`config.mk`:
```
export PLATFORM = sky130hd
export DESIGN_NAME = seq_comparator_param
export DESIGN_NICKNAME = d
export VERILOG_FILES = /design/src/rtl/seq_comparator_param.sv
export SDC_FILE = /design/constraint.sdc
export NUM_CORES = 1
export LEC_CHECK = 0
export ABC_CLOCK_PERIOD_IN_PS = 5400
export CORE_ASPECT_RATIO = 1.75
export CORE_MARGIN = 3
export CORE_UTILIZATION = 53
export CTS_CLUSTER_DIAMETER = 50
export DETAILED_ROUTE_END_ITERATION = 10
export GPL_TIMING_DRIVEN = 1
export PLACE_DENSITY = 0.82
export SYNTH_ARGS = -nofsm -noshare
export SYNTH_HDL_FRONTEND = slang
export SYNTH_SLANG_ARGS = --single-unit
```
`constraint.sdc`:
```
create_clock -name clk -period 5.4 [get_ports clk]
set_input_delay 1.08 -clock clk [delete_from_list [all_inputs] [get_ports clk]]
set_output_delay 1.08 -clock clk [all_outputs]
set_load 0.005 [all_outputs]
```
`src/rtl/seq_comparator_param.sv`:
```
// seq_comparator_param: multi-cycle MSB-first magnitude comparator.
// Operands are compared DIGIT bits per clock. The first differing chunk
// decides the result. Signed mode flips the operand MSBs when they are
// captured, which turns two's complement into offset binary so that one
// unsigned chunk compare covers both modes.
module seq_comparator_param #(
  parameter int WIDTH      = 8,
  parameter int DIGIT      = 1,
  parameter int EARLY_EXIT = 1
) (
  input  logic             clk,
  input  logic             rst_n,
  input  logic             start,
  input  logic [WIDTH-1:0] in1,
  input  logic [WIDTH-1:0] in2,
  input  logic             signed_mode,
  output logic             busy,
  output logic             done,
  output logic             EQ,
  output logic             GT,
  output logic             LT
);

  localparam int N  = WIDTH / DIGIT;
  localparam int CW = (N > 1) ? $clog2(N) : 1;
  localparam logic [CW-1:0]    LAST     = CW'(N - 1);
  localparam logic [WIDTH-1:0] MSB_MASK = {1'b1, {(WIDTH-1){1'b0}}};

  typedef enum logic [1:0] {
    IDLE = 2'd0,
    RUN  = 2'd1,
    DONE = 2'd2
  } state_e;

  state_e           state_q, state_d;
  logic [WIDTH-1:0] a_q, a_d;
  logic [WIDTH-1:0] b_q, b_d;
  logic [CW-1:0]    cnt_q, cnt_d;
  logic             eq_acc_q, eq_acc_d;
  logic             gt_acc_q, gt_acc_d;
  logic             eq_q, eq_d;
  logic             gt_q, gt_d;
  logic             lt_q, lt_d;

  logic [N-1:0][DIGIT-1:0] a_chunks;
  logic [N-1:0][DIGIT-1:0] b_chunks;
  logic [CW-1:0]           chunk_idx;
  logic [DIGIT-1:0]        a_chunk;
  logic [DIGIT-1:0]        b_chunk;
  logic                    diff_now;
  logic                    load;

  // Pick the chunk for this cycle. The count runs from the MSB chunk down.
  always_comb begin
    a_chunks  = a_q;
    b_chunks  = b_q;
    chunk_idx = LAST - cnt_q;
    a_chunk   = a_chunks[chunk_idx];
    b_chunk   = b_chunks[chunk_idx];
  end

  // Next-state logic: handshake FSM, compare accumulators, operand capture.
  always_comb begin
    state_d  = state_q;
    a_d      = a_q;
    b_d      = b_q;
    cnt_d    = cnt_q;
    eq_acc_d = eq_acc_q;
    gt_acc_d = gt_acc_q;
    eq_d     = eq_q;
    gt_d     = gt_q;
    lt_d     = lt_q;
    load     = 1'b0;
    diff_now = 1'b0;

    case (state_q)
      IDLE: begin
        if (start) begin
          load    = 1'b1;
          state_d = RUN;
        end
      end
      RUN: begin
        // Once a difference is latched, eq_acc is low and later chunks
        // can no longer change the result.
        diff_now = eq_acc_q && (a_chunk != b_chunk);
        if (diff_now) begin
          eq_acc_d = 1'b0;
          gt_acc_d = (a_chunk > b_chunk);
        end
        if ((cnt_q == LAST) || ((EARLY_EXIT != 0) && diff_now)) begin
          state_d = DONE;
          eq_d    = eq_acc_d;
          gt_d    = gt_acc_d;
          lt_d    = ~eq_acc_d & ~gt_acc_d;
        end else begin
          cnt_d = cnt_q + CW'(1);
        end
      end
      DONE: begin
        if (start) begin
          load    = 1'b1;
          state_d = RUN;
        end else begin
          state_d = IDLE;
        end
      end
      default: state_d = IDLE;
    endcase

    if (load) begin
      a_d      = in1 ^ (signed_mode ? MSB_MASK : '0);
      b_d      = in2 ^ (signed_mode ? MSB_MASK : '0);
      cnt_d    = '0;
      eq_acc_d = 1'b1;
      gt_acc_d = 1'b0;
    end
  end

  // State and datapath registers. An asynchronous reset aborts any compare.
  always_ff @(posedge clk or negedge rst_n) begin
    if (!rst_n) begin
      state_q  <= IDLE;
      a_q      <= '0;
      b_q      <= '0;
      cnt_q    <= '0;
      eq_acc_q <= 1'b0;
      gt_acc_q <= 1'b0;
      eq_q     <= 1'b0;
      gt_q     <= 1'b0;
      lt_q     <= 1'b0;
    end else begin
      state_q  <= state_d;
      a_q      <= a_d;
      b_q      <= b_d;
      cnt_q    <= cnt_d;
      eq_acc_q <= eq_acc_d;
      gt_acc_q <= gt_acc_d;
      eq_q     <= eq_d;
      gt_q     <= gt_d;
      lt_q     <= lt_d;
    end
  end

  assign busy = (state_q == RUN);
  assign done = (state_q == DONE);
  assign EQ   = eq_q;
  assign GT   = gt_q;
  assign LT   = lt_q;

endmodule
```
[Word level (Yosys, flattened, before mapping)]
Cells that the tools add are included.
Cells by class
  bitwise operators: 5
  multiplexer cells: 22
  $add $sub $neg: 2
  order comparisons: 2
  reductions and logical operators: 8
  equal/unequal tests: 7
Operators with widths (count)
  $xor A8 B8 Y8: 2
  $mux W1: 13
  $mux W3: 3
  $mux W8: 1
  $bmux W1 S3: 2
  $pmux W2 S3: 1
  $reduce_and A2 Y1: 3
  $lt A3 B4 Y1 const B: 1
  $mux W2: 2
  $ne A2 B2 Y1 const B: 2
  $add A3 B1 Y3 const B: 1
  $eq A3 B3 Y1 const B: 1
  $sub A3 B3 Y3 const A: 1
  $eq A2 B1 Y1 const B: 1
  $eq A2 B2 Y1 const B: 1
  $logic_not A2 Y1: 1
  $ne A2 B1 Y1 const B: 1
  $not A1 Y1: 2
  $reduce_bool A2 Y1: 1
  $reduce_or A2 Y1: 1
  $and A1 B1 Y1: 1
  $gt A1 B1 Y1: 1
  $logic_and A1 B1 Y1: 1
  $logic_or A1 B1 Y1: 1
  $ne A1 B1 Y1: 1
Word-level totals
  register bits after elaboration: 26
  input bits: 20

[Depth between registers and ports, before layout]
Gate-level depths: netlist (run 1).
  word-level depth: 9
  mapped depth: 7
  gate-level depth less buffers: 6

[Worst setup path before layout (run 1)]
OpenSTA, ideal clock, no wires.
  path kind: register -> register
  start: reg cnt_q[0]
  end: reg gt_q (netlist: GT)
  arrival time: 2.344 ns
  clock period less this slack: 2.469 ns
  cell stages (with the launch flop): 8
  path slack: 2.931 ns
  path through: dfrtp_1 -> buf_6 -> mux4_1 -> mux2_2 -> ha_1 -> nor2b_1 -> mux2_2 -> mux2_2
On the way
  cells in the longest elaborated chain, start to end: 7
  elaborated cells on any way between the ends: 13
Ends and longest elaborated chain
  start, declared: line 38  | logic [CW-1:0] cnt_q, cnt_d;
  start signal, assigned: line 136  | cnt_q <= cnt_d;
  $sub A3 B3 Y3: line 57  | chunk_idx = LAST - cnt_q;
  $bmux W1 S3, on equally long branches: line 58, 59
  $mux W1, on equally long branches: line 58, 59
  $ne A1 B1 Y1: line 86  | diff_now = eq_acc_q && (a_chunk != b_chunk);
  $logic_and A1 B1 Y1: line 86
  $mux W1 / $logic_or A1 B1 Y1 (equally long branches): line 87, 91
  $mux W1 / $reduce_and A2 Y1 (equally long branches)
  end signal, assigned: line 140  | gt_q <= gt_d;
  end, declared: line 42  | logic gt_q, gt_d;
Several ways; a longest one is shown, not always the timed one. The select of a mux whose other input is x is not followed.
A chain may end at the register's enable or synchronous reset.

[Final worst setup path (run 1)]
  start: reg state_q[1]
  end: out busy
On the way
  cells in the longest elaborated chain, start to end: 1
Ends and longest elaborated chain
  start, declared: line 35  | state_e state_q, state_d;
  start signal, assigned: line 133  | state_q <= state_d;
  $eq A2 B1 Y1: line 145  | assign busy = (state_q == RUN);
  end, declared: line 17  | output logic busy,
No other way between the ends.

==> results.py, run 1 <==
metrics = {
    "sta": {
        "final.setup.worst_slack_ps": 2680,
        "tightest_slew_ps": 1120,
        "fin_crit_sh_pct": 50.4,
        "skew_ps": 6.94,
        "fmax_mhz": 367,
        "rsz0062_at_grt": "no",
        "finalMaxSlewViolations": 0,
        "fin_tns_setup_ps": 0,
        "fin_crit_ps": 2720,
        "slew_headroom_pct": 25.3,
        "hold_violations": 0,
        "setup_viol_count_final": 0,
    },
    "detailed_routing": {
        "routedWlPerCell_um": 13.9,
        "viasPerCell": 5.45,
        "wirelength_mm": 2.30,
        "final_antenna_net_count": 0,
        "drc_errors": 0,
        "drtIter0Drc": 30,
        "drt_pre_antenna_iters": 4,
        "route.vias.total": 905,
    },
    "floorplanning": {
        "core_mm2": 0.00215,
        "die_x_um": 42.3,
        "die_area_mm2": 0.00294,
        "num_rows": 22,
        "start_util_pct": 56.9,
        "io-pin-count": 25,
        "die_y_um": 69.5,
    },
    "logic_synthesis": {
        "mappedNetlistArea_mm2": 0.00122,
        "yosysWarnings": 0,
        "synth_seq_cells": 26,
        "synth_fp_nets": 142,
        "synth_ff_type": "dfrtp_1",
        "synth_edf_count": 0,
        "synth.distinct_cells": 20,
        "async_flop_share_pct": 100,
        "synth_seq_area_share_pct": 53.3,
        "avgSynthCellArea_um2": 10.3,
        "syn_inst": 119,
    },
    "place": {
        "placedInstanceArea_mm2": 0.00147,
        "post-dp-hpwl_mm": 1.74,
        "place_congestion": 0.723,
        "io_buffers": 24,
        "pre_cts_ws_ps": 2690,
    },
    "final_layout": {
        "nNetsFinal": 166,
        "area_delta_synth_final_pct": 23.0,
        "layout-drive-gt1-share_pct": 7.04,
        "most-common-layout-cells": "nand2_1, dfrtp_1, clkdlybuf4s50_1",
        "final_common_cell": "nand2_1",
        "fin_area_mm2": 0.00150,
        "antenna_cells": 0,
    },
    "global_route": {
        "track_usage_pct": 17.4,
        "grt-ovfl-total": 0,
        "grt_pass1_vias": 942,
        "antenna_found_initial": 0,
        "grt_pass1_wl_mm": 3.95,
        "grt_max_degree": 27,
    },
    "clocking": {
        "cts_resized": 0,
        "cts_buffers": 3,
        "cts-root-buf": "clkbuf_4",
        "cts.htree.levels": 1,
        "cts_tree": "built",
        "cts_buffer_depth": 2,
        "clock_sinks": 26,
        "clock_latency_ps": 330,
        "clk_pin_slew_worst_paths_ps": 140,
        "ctsHoldBuffers": 0,
        "post-cts-setup-buffer-count": 0,
    },
    "critical_path": {
        "required_ps": 4320,
        "crit_arrival_ps": 1640,
        "crit_fanout": 5,
        "cp-start-kind": "register",
        "end_kind": "primary output",
        "path_class": "register to primary output",
    },
    "worst_hold_path": {
        "hp-class": "register to register",
    },
    "run_status": {
        "status": "completed",
    },
    "run": {
        "cap_violations": 0,
    },
    "power": {
        "irDropWorstVdd_mv": 0.293,
        "powerDensity_mw_per_mm2": 547,
        "leakagePower_nw": 0.713,
    },
}
[metrics by stage]
stage	cells	power, mW	utilization, %	hold WS, ps
after floorplan	119	0.618	-	437
after global placement	162	0.703	68.2	450
after detailed placement	162	0.729	68.2	459
after CTS	166	0.829	69.9	491
after global routing	166	0.882	69.9	506
final	166	0.822	69.9	487
[worst max-delay path, stage by stage (launching register included)]
cell             delay, ps
dfrtp_1                390
nand2b_1               210
inv_1                  180
clkdlybuf4s50_1        520
[layer usage]
layer | GRT usage [%] | up-vias | part of all wire, %
li1 | - | 441 | -
met1 | 19.2 | 434 | 39
met2 | 30.1 | 21 | 54
met3 | 2.08 | 9 | 3.2
met4 | 11.4 | 0 | 3.8
met5 | 0 | - | 0
[cell type report]
class	count	area [µm²]
fill	165	646
multi-input combinational	85	533
tap	24	30.0
sequential	26	651
clock buffer	4	36.3
timing repair buffer	24	240
inverter	3	11.3
[state kept, by name (all words and copies together) (netlist names)]
register and cells:
a_chunks 8, LT 1, cnt_q 3, state_q 2
EQ 1, b_chunks 8, GT 1, gt_acc_q 1
eq_acc_q 1
[synth_stat cells (2+ instances only)]
cell type   n  area share (%)
nor2b_1     3             1.5
mux2_2      4             3.7
dfrtp_1    26              53
nand2_1    48              15
nand4_1     3             1.5
xnor2_1     2             1.4
ha_1        3             3.1
clkbuf_1    4             1.2
inv_1       3            0.92
nand2b_1    3             1.5
mux2i_1     2             1.6
mux4_1      4             8.6
o21ai_0     7             2.9
[report_power, final]
part / switching [mW] / internal (mW)
logic: 0.183 / 0.193
registers: 0.0631 / 0.283
clock network: 0.0578 / 0.0414
total: 0.304 / 0.518
[kinds of logic (layout without fill, tap and decap cells)]
kind of cell / after synthesis / count (layout) / synth area share (%)
mux: 10 / 10 / 13.9
buf+inv: 8 / 31 / 3.07
simple gates: 60 / 60 / 20.7
compound gates: 10 / 10 / 4.51
fa+ha+maj: 3 / 3 / 3.07
xor+xnor: 2 / 2 / 1.43
flops: 26 / 26 / 53.3
[path summary, 6_finish.rpt]
path                             start  cells past startpoint     endpoint  slack [ps]
max in group asynchronous        rst_n                      1  a_chunks[5]        3400
min reg2reg                a_chunks[5]                      2  a_chunks[5]         490
max                         state_q[1]                      3         busy        2680
min                        a_chunks[5]                      2  a_chunks[5]         490
min in group asynchronous        rst_n                      1   state_q[0]        1330
max reg2reg                   cnt_q[0]                      6           LT        2680
Note: power is estimated with default switching activity, not from simulation.
==> run 2, diff against run 1 <==
==> config.mk (replaced) <==
export PLATFORM = sky130hd
export DESIGN_NAME = seq_comparator_param
export DESIGN_NICKNAME = d
export VERILOG_FILES = /design/src/rtl/seq_comparator_param.sv
export SDC_FILE = /design/constraint.sdc
export NUM_CORES = 1
export LEC_CHECK = 0
export ABC_CLOCK_PERIOD_IN_PS = 2650
export CORE_ASPECT_RATIO = 1.75
export CORE_MARGIN = 3
export CORE_UTILIZATION = 50
export CTS_CLUSTER_DIAMETER = 50
export DETAILED_ROUTE_END_ITERATION = 10
export GPL_TIMING_DRIVEN = 1
export PLACE_DENSITY = 0.78
export SYNTH_ARGS = -nofsm -noshare
export SYNTH_HDL_FRONTEND = slang
export SYNTH_SLANG_ARGS = --single-unit
==> constraint.sdc (replaced) <==
create_clock -name clk -period 2.65 [get_ports clk]
set_input_delay 0.53 -clock clk [delete_from_list [all_inputs] [get_ports clk]]
set_output_delay 0.53 -clock clk [all_outputs]
set_load 0.005 [all_outputs]
==> run 2 against run 1 <==
Effect of this change: sequential power rose by 100%; wire length is 0.70% lower; clock power grew 120%; via count shrank 1.2%; combinational power increased by 110%; critical path depth is 3 higher; worst hold slack worse by 11 ps; largest cell class unchanged.
==> results.py, run 2 (synthesis gave the netlist of run 1 again) <==
metrics = {
    "run_status": {
        "status": "completed",
    },
    "floorplanning": {
        "core_mm2": 0.00230,
        "die_x_um": 43.4,
        "num_rows": 23,
        "start_util_pct": 53.0,
        "die_y_um": 71.4,
        "die_area_mm2": 0.00309,
        "io-pin-count": 25,
    },
    "critical_path": {
        "required_ps": 2810,
        "end_kind": "register",
        "cp-start-kind": "register",
        "reg2reg_depth": 6,
        "crit_chain": "mux4_1, mux2_2, ha_1, nand2b_1, a21oi_2, mux2_2",
        "cpMostUsedCell": "mux2_2",
        "critPathSlowestCell": "mux4_1",
        "path_class": "register to register",
        "critPathMaxStageDelay_ps": 550,
        "crit_arrival_ps": 2670,
        "crit_fanout": 5,
    },
    "global_route": {
        "track_usage_pct": 16.5,
        "grt_pass1_vias": 946,
        "grt_pass1_wl_mm": 3.87,
        "grt_max_degree": 27,
        "grt-ovfl-total": 0,
        "antenna_found_initial": 0,
    },
    "detailed_routing": {
        "drc_errors": 0,
        "final_antenna_net_count": 0,
        "viasPerCell": 5.29,
        "wirelength_mm": 2.29,
        "routedWlPerCell_um": 13.5,
        "route.vias.total": 894,
        "drtIter0Drc": 17,
        "drt_pre_antenna_iters": 4,
    },
    "sta": {
        "tightest_slew_ps": 778,
        "fin_crit_sh_pct": 94.8,
        "hold_violations": 0,
        "final.setup.worst_slack_ps": 137,
        "setup_viol_count_final": 0,
        "rsz0062_at_grt": "no",
        "skew_ps": 3.26,
        "slew_headroom_pct": 48.1,
        "holdWs_ps": 475,
        "fin_tns_setup_ps": 0,
        "fmax_mhz": 398,
        "finalMaxSlewViolations": 0,
        "fin_crit_ps": 2510,
    },
    "place": {
        "io_buffers": 24,
        "placed_cells": 166,
        "pre_cts_ws_ps": 154,
        "place_congestion": 0.757,
        "post-dp-hpwl_mm": 1.73,
        "placedInstanceArea_mm2": 0.00149,
    },
    "final_layout": {
        "post-route-util_pct": 66.5,
        "layout-drive-gt1-share_pct": 8.33,
        "final_common_cell": "nand2_1",
        "most-common-layout-cells": "nand2_1, dfrtp_1, clkdlybuf4s50_1",
        "n_fill_cell": 194,
        "fin_area_mm2": 0.00153,
        "area_delta_synth_final_pct": 25.3,
        "antenna_cells": 0,
        "fin_cells": 169,
        "nNetsFinal": 169,
    },
    "clocking": {
        "clk_pin_slew_worst_paths_ps": 80,
        "cts_buffer_depth": 2,
        "cts_buffers": 3,
        "cts_tree": "built",
        "clock_sinks": 26,
        "clock_latency_ps": 270,
        "cts.htree.levels": 1,
        "ctsHoldBuffers": 0,
        "post-cts-setup-buffer-count": 0,
        "cts-root-buf": "clkbuf_8",
        "cts_resized": 0,
    },
    "power": {
        "switchingPower_mw": 0.608,
        "irDropWorstVdd_mv": 0.658,
        "p_int_mw": 1.09,
        "p_total_mw": 1.70,
        "power.share.clock_pct": 13.1,
        "power_frac_seq_pct": 41.0,
        "powerDensity_mw_per_mm2": 1110,
        "power.share.switching_pct": 35.8,
        "leakagePower_nw": 0.729,
        "pwr-share-comb_pct": 45.9,
    },
    "worst_hold_path": {
        "hp-class": "register to register",
        "min_path_cells": 2,
    },
    "run": {
        "cap_violations": 0,
    },
}
-- run 2: power by group through the flow --
stage	Sequential, mW	Combinational, mW	Clock [mW]
after floorplan	0.665	0.595	0
after global placement	0.699	0.760	0
after detailed placement	0.705	0.787	0
after CTS	0.698	0.788	0.227
after global routing	0.718	0.870	0.242
final	0.696	0.780	0.222
-- run 2: final timing paths --
path / slack, ps / startpoint / endpoint
setup / recovery: 140 / cnt_q[0] / LT
hold reg to reg: 480 / b_chunks[5] / b_chunks[5]
setup reg to reg: 140 / cnt_q[0] / LT
max in group asynchronous: 1790 / rst_n / b_chunks[2]
hold / removal: 480 / b_chunks[5] / b_chunks[5]
min in group asynchronous: 610 / rst_n / b_chunks[1]
-- run 2: layer usage --
layer / share of wire [%] / track usage, % / up-vias
li1: - / - / 446
met1: 40 / 17.5 / 427
met2: 55 / 30.0 / 16
met3: 2.9 / 3.02 / 5
met4: 2.6 / 8.05 / 0
met5: 0 / 0 / -
-- run 2: layout make-up --
cell class	count	area (µm²)	area share [%]
multi-input cells	85	533	34.8
inverters	3	11.3	0.736
well taps	25	31.3	2.04
clock buffers	3	41.3	2.70
repair buffers	27	263	17.2
flip-flops and latches	26	651	42.5
-- run 2: critical path: cells and delay by family (launching register included) --
kind                     cells  cell delay (ps)
multiplexers                 3             1190
flip-flops                   1              390
AND/OR/NAND/NOR              1              230
adder cells (fa/ha/maj)      1              330
AO/OA/AOI/OAI                1              250
==> run 3, diff against run 2 <==
--- a/config.mk
+++ b/config.mk
@@ -6,13 +6,14 @@
 export NUM_CORES = 1
 export LEC_CHECK = 0
 export ABC_CLOCK_PERIOD_IN_PS = 2650
-export CORE_ASPECT_RATIO = 1.75
+export CORE_ASPECT_RATIO = 1.1
 export CORE_MARGIN = 3
-export CORE_UTILIZATION = 50
+export CORE_UTILIZATION = 52
+export CTS_BUF_LIST = sky130_fd_sc_hd__clkbuf_4 sky130_fd_sc_hd__clkbuf_8
 export CTS_CLUSTER_DIAMETER = 50
 export DETAILED_ROUTE_END_ITERATION = 10
 export GPL_TIMING_DRIVEN = 1
-export PLACE_DENSITY = 0.78
+export PLACE_DENSITY = 0.81
 export SYNTH_ARGS = -nofsm -noshare
 export SYNTH_HDL_FRONTEND = slang
 export SYNTH_SLANG_ARGS = --single-unit
==> run 3 against run 2 <==
Effect of this change: wire length up 1.9%; final cell count is 1.8% higher; register-to-register slack is essentially flat; flip-flop and latch count did not move; critical path type unchanged; highest routed layer unchanged.
==> results.py, run 3 (synthesis gave the netlist of run 1 again) <==
metrics = {
    "run_status": {
        "status": "completed",
    },
    "critical_path": {
        "worstReg2RegStart": "cnt_q[0]",
        "critPathMaxStageDelay_ps": 550,
        "required_ps": 2860,
        "critPathTopFamily": "multiplexers",
        "crit_fanout": 4,
        "end_kind": "register",
        "crit_arrival_ps": 2740,
        "cp_num_cells": 6,
        "ff2ff_setup_slack_ps": 130,
        "reg2reg_depth": 6,
        "path_buf_inv": 0,
        "path_class": "register to register",
        "cpMostUsedCell": "mux2_2",
        "crit_chain": "mux4_1, mux2_2, ha_1, nor2b_1, mux2_2, mux2_2",
        "r2r_end": "GT",
        "cp-start-kind": "register",
        "critPathSlowestCell": "mux4_1",
        "setup.worst_path.start": "cnt_q[0]",
        "endpoint": "GT",
    },
    "place": {
        "post-dp-hpwl_mm": 1.76,
        "place_congestion": 0.910,
        "placed_cells": 169,
        "placedInstanceArea_mm2": 0.00149,
        "pre_cts_ws_ps": 132,
        "io_buffers": 24,
    },
    "worst_hold_path": {
        "min_path_cells": 2,
        "hp-class": "register to register",
    },
    "power": {
        "leakagePower_nw": 0.721,
        "p_total_mw": 1.65,
        "powerDensity_mw_per_mm2": 1090,
        "irDropWorstVdd_mv": 0.648,
    },
    "sta": {
        "holdWs_ps": 487,
        "finalMaxSlewViolations": 0,
        "hold_violations": 0,
        "final.setup.worst_slack_ps": 127,
        "fmax_mhz": 396,
        "fin_crit_ps": 2520,
        "fin_tns_setup_ps": 0,
        "skew_ps": 2.30,
        "tightest_slew_ps": 749,
        "rsz0062_at_grt": "no",
        "slew_headroom_pct": 50.0,
        "fin_crit_sh_pct": 95.2,
        "setup_viol_count_final": 0,
    },
    "final_layout": {
        "multi_input_area_um2": 533,
        "n_fill_cell": 158,
        "fin_area_mm2": 0.00152,
        "final_common_cell": "nand2_1",
        "nNetsFinal": 169,
        "most-common-layout-cells": "nand2_1, dfrtp_1, clkdlybuf4s50_1",
        "post-route-util_pct": 72.0,
        "layout-drive-gt1-share_pct": 8.33,
        "fin_cells": 172,
        "ff_latch_area_um2": 651,
        "area_delta_synth_final_pct": 24.1,
        "antenna_cells": 0,
    },
    "clocking": {
        "cts_buffer_depth": 2,
        "cts_resized": 0,
        "clock_sinks": 26,
        "clk_pin_slew_worst_paths_ps": 130,
        "cts_tree": "built",
        "clock_latency_ps": 310,
        "cts.htree.levels": 1,
        "cts-root-buf": "clkbuf_4",
        "cts_buffers": 3,
    },
    "detailed_routing": {
        "wirelength_mm": 2.33,
        "drt_pre_antenna_iters": 4,
        "drtIter0Drc": 15,
        "final_antenna_net_count": 0,
        "route.vias.total": 929,
        "viasPerCell": 5.40,
        "routedWlPerCell_um": 13.5,
        "drc_errors": 0,
    },
    "floorplanning": {
        "num_rows": 17,
        "core_mm2": 0.00211,
        "die_x_um": 52.2,
        "die_y_um": 56.8,
        "io-pin-count": 25,
        "start_util_pct": 58.0,
        "die_area_mm2": 0.00297,
    },
    "global_route": {
        "antenna_found_initial": 0,
        "grt-ovfl-total": 0,
        "grt_pass1_vias": 951,
        "grt_pass1_wl_mm": 4.20,
        "track_usage_pct": 18.4,
        "grt_max_degree": 27,
    },
    "run": {
        "cap_violations": 0,
    },
}
-- run 3: changes by cell type in the layout (fill, tap and decap cells not counted) --
cell,change
clkbuf_4,+3
clkbuf_8,-3
-- run 3: how the worst min path moves through the flow --
stage	to	slack, ps	from
detailed placement	b_chunks[2]	460	b_chunks[2]
floorplan	EQ	230	rst_n
global placement	b_chunks[2]	450	b_chunks[2]
global route	b_chunks[4]	520	b_chunks[4]
finish	b_chunks[2]	490	b_chunks[2]
CTS	b_chunks[2]	490	b_chunks[2]
-- run 3: timing repair --
item	in CTS	in global routing
buffers inserted	0	0
hold buffers	0	0
endpoints found under the setup margin	0	1
-- run 3: final cells by class --
cell class,instances,area share [%]
Inverter,3,0.743
Timing Repair Buffer,27,17.3
Sequential cell,26,42.9
Multi-Input combinational cell,85,35.2
Clock buffer,3,1.49
Tap cell,28,2.31
-- run 3: worst min-delay path, cell delays in order, from the launching register on --
cell and delay (ps):
dfrtp_1 360, nand2_1 50, nand2_1 50
-- run 3: metal layers --
layer	GRT usage [%]	vias up	wire [µm]	share of wire (%)
li1	-	447	-	-
met1	23.9	452	992	43
met4	4.38	0	29	1.2
met2	31.4	25	1210	52
met5	0	-	0	0
met3	3.18	5	100	4.3
-- run 3: power by group --
part,internal [mW],total [mW],switching (mW)
sequential,0.578,0.695,0.118
clock,0.0532,0.161,0.108
combinational,0.409,0.796,0.387
total,1.04,1.65,0.613
==> RTL change, RTL diff (flow settings as in run 2) <==
Put one more register stage on the output `LT`, cleared by the reset. The value now appears one clock later. The other outputs are not delayed to match.
--- a/src/rtl/seq_comparator_param.sv
+++ b/src/rtl/seq_comparator_param.sv
@@ -148,3 +148,9 @@
   assign GT   = gt_q;
-  assign LT   = lt_q;
+  always_ff @(posedge clk or negedge rst_n) begin
+    if (!rst_n) begin
+      LT <= '0;
+    end else begin
+      LT <= lt_q;
+    end
+  end
 
Behaviour: not the same (Yosys sat finds a counterexample within 4 cycles, from zero or initial values and one cycle with rst_n low).
==> RTL change against run 2 <==
  * Worst setup slack got worse by 2.2 ps
  * First-iteration DRC count rose by 5.9%
  * Hold slack got worse by 91 ps
  * Routed wire length rose by 0.22%
  * Sequential cell count rose by 1
  * Utilization rose by 0.58 points
  * Clock skew rose by 2.1 ps
  * Global-route usage rose by 0.69 points
  * Final area rose by 2.1%
  * Maximum frequency barely moved
  * Total power rose by 3.0%
  * Synthesized area rose by 2.0%
  * Critical path type unchanged
  * Critical endpoint is now GT
  * Largest cell class unchanged
  * Highest routed layer unchanged
==> RTL change: results (changes against run 2) <==
synth_area_leaders: "dfrtp_1 (54%), nand2_1 (14%), mux4_1 (8.4%)"  # was dfrtp_1 (53%), nand2_1 (15%), mux4_1 (8.6%)
finalSetupTns_ps: 0  # unchanged
drt-met1-wl_um: 877  # was 912 µm
place_congestion: 0.829  # was 0.757
status: "completed"  # unchanged
skew_ps: 5.37  # was 3.26 ps
met2_length_um: 1320  # was 1250 µm
ir_drop_mv: 0.649  # was 0.658 mV
drive_gt1_frac: 0.0890  # was 0.0833
syn_nets: 143  # was 142
place.detailed.hpwl_um: 1790  # was 1730 µm
synthTopCellsByCount: "nand2_1 (48), dfrtp_1 (27), o21ai_0 (7)"  # was nand2_1 (48), dfrtp_1 (26), o21ai_0 (7)
cts_resized: 0  # unchanged
ys_types: 20  # unchanged
postCtsSetupBuffers: 0  # unchanged
r2r_slack_ps: 130
clk_latency_ps: 270  # about the same
routed.top_layer: "met4"  # unchanged
grt_max_degree: 28  # was 27
drv_slew: 0  # unchanged
first_iter_violations: 18  # was 17
p_leak_nw: 0.741  # was 0.729 nW
cp.arrival_ps: 2680  # was 2670 ps
numPortBuffers: 24  # unchanged
clk_path_buf_depth: 2  # unchanged
wirelength_um: 2290  # about the same
path_class: "reg -> reg"  # unchanged
async_flop_share: 1.00  # unchanged
htree_num_levels: 1  # unchanged
ys_seq_area_frac: 0.542  # was 0.533
num_vias: 902  # was 894
switchingPower_uw: 629  # was 608 µW
clk_pin_slew_worst_paths_ps: 100  # was 80 ps
grt_pass1_wl_um: 4120  # was 3870 µm
cp_slowest_stage_delay_ps: 550  # about the same
antenna_found_initial: 0  # unchanged
tightest_slew_ps: 728  # was 778 ps
grt_pass1_vias: 968  # was 946
rr_endpoint: "GT"  # was LT
path_max_fanout: 5  # unchanged
ys.flop_type: "dfrtp_1"  # unchanged
min_path_type: "reg -> reg"  # unchanged
diodes: 0  # unchanged
track_usage: 0.172  # was 0.165
fin_nets: 170  # was 169
cts-root-buf: "clkbuf_8"  # unchanged
ys_warn_count: 0  # unchanged
drt_pre_antenna_iters: 4  # unchanged
wl_met3_um: 75  # was 67 µm
ant_nets: 0  # unchanged
RTL change: cell count changes after synthesis:
cell,change
dfrtp_1,+1
RTL change: worst max-delay path: cells and delay by family (launching register included):
family,cells,cell delay (ps)
flip-flops,1,390
AND/OR/NAND/NOR,1,240
adder cells (fa/ha/maj),1,340
AO/OA/AOI/OAI,1,260
multiplexers,3,1190
RTL change: cell type report:
| class | instances | area [µm²] |
|---|---|---|
| inverter | 3 | 11.3 |
| multi-input combinational | 85 | 533 |
| timing repair buffer | 27 | 263 |
| clock buffer | 3 | 41.3 |
| sequential | 27 | 676 |
| tap | 25 | 31.3 |
| clock inverter | 1 | 7.51 |
| fill | 181 | 768 |
RTL change: cells by family (layout without fill, tap and decap cells):
group,after synthesis,after routing,synth area share
AND/OR/NAND/NOR,60,60,0.203
buffers and inverters,8,34,0.0301
multiplexers,10,10,0.137
AO/OA/AOI/OAI,10,10,0.0442
adder cells (fa/ha/maj),3,3,0.0301
flip-flops,27,27,0.542
XOR/XNOR,2,2,0.0141
RTL change: metal layers:
layer  GRT usage  vias to the layer above
li1            -                      451
met1       0.190                      433
met2       0.320                       16
met3      0.0248                        2
met4      0.0604                        0
met5           0                        -
RTL change: metrics by stage:
stage | instances | instance area (µm²) | setup slack, ps
3_5_place_dp | 167 | 1510 | 129
4_1_cts | 171 | 1560 | 130
6_report | 171 | 1560 | 135
5_1_grt | 171 | 1560 | 24.5
3_3_place_gp | 167 | 1510 | 209
2_1_floorplan | 120 | 1250 | 181
RTL change: worst min path at each step:
| stage | to | slack [ps] | from | cells past startpoint |
|---|---|---|---|---|
| 2_1_floorplan | EQ | 230 | rst_n | 0 |
| 3_3_place_gp | LT | 360 | lt_q | 0 |
| 3_5_place_dp | LT | 360 | lt_q | 0 |
| 4_1_cts | LT | 380 | lt_q | 0 |
| 5_1_grt | LT | 410 | lt_q | 0 |
| 6_report | LT | 380 | lt_q | 0 |
RTL change: power groups by stage:
stage | sequential (mW) | clock (mW) | combinational, mW
after floorplan | 0.689 | 0 | 0.595
after global placement | 0.722 | 0 | 0.756
after detailed placement | 0.732 | 0 | 0.797
after CTS | 0.723 | 0.238 | 0.805
after global routing | 0.751 | 0.257 | 0.888
final | 0.720 | 0.233 | 0.795
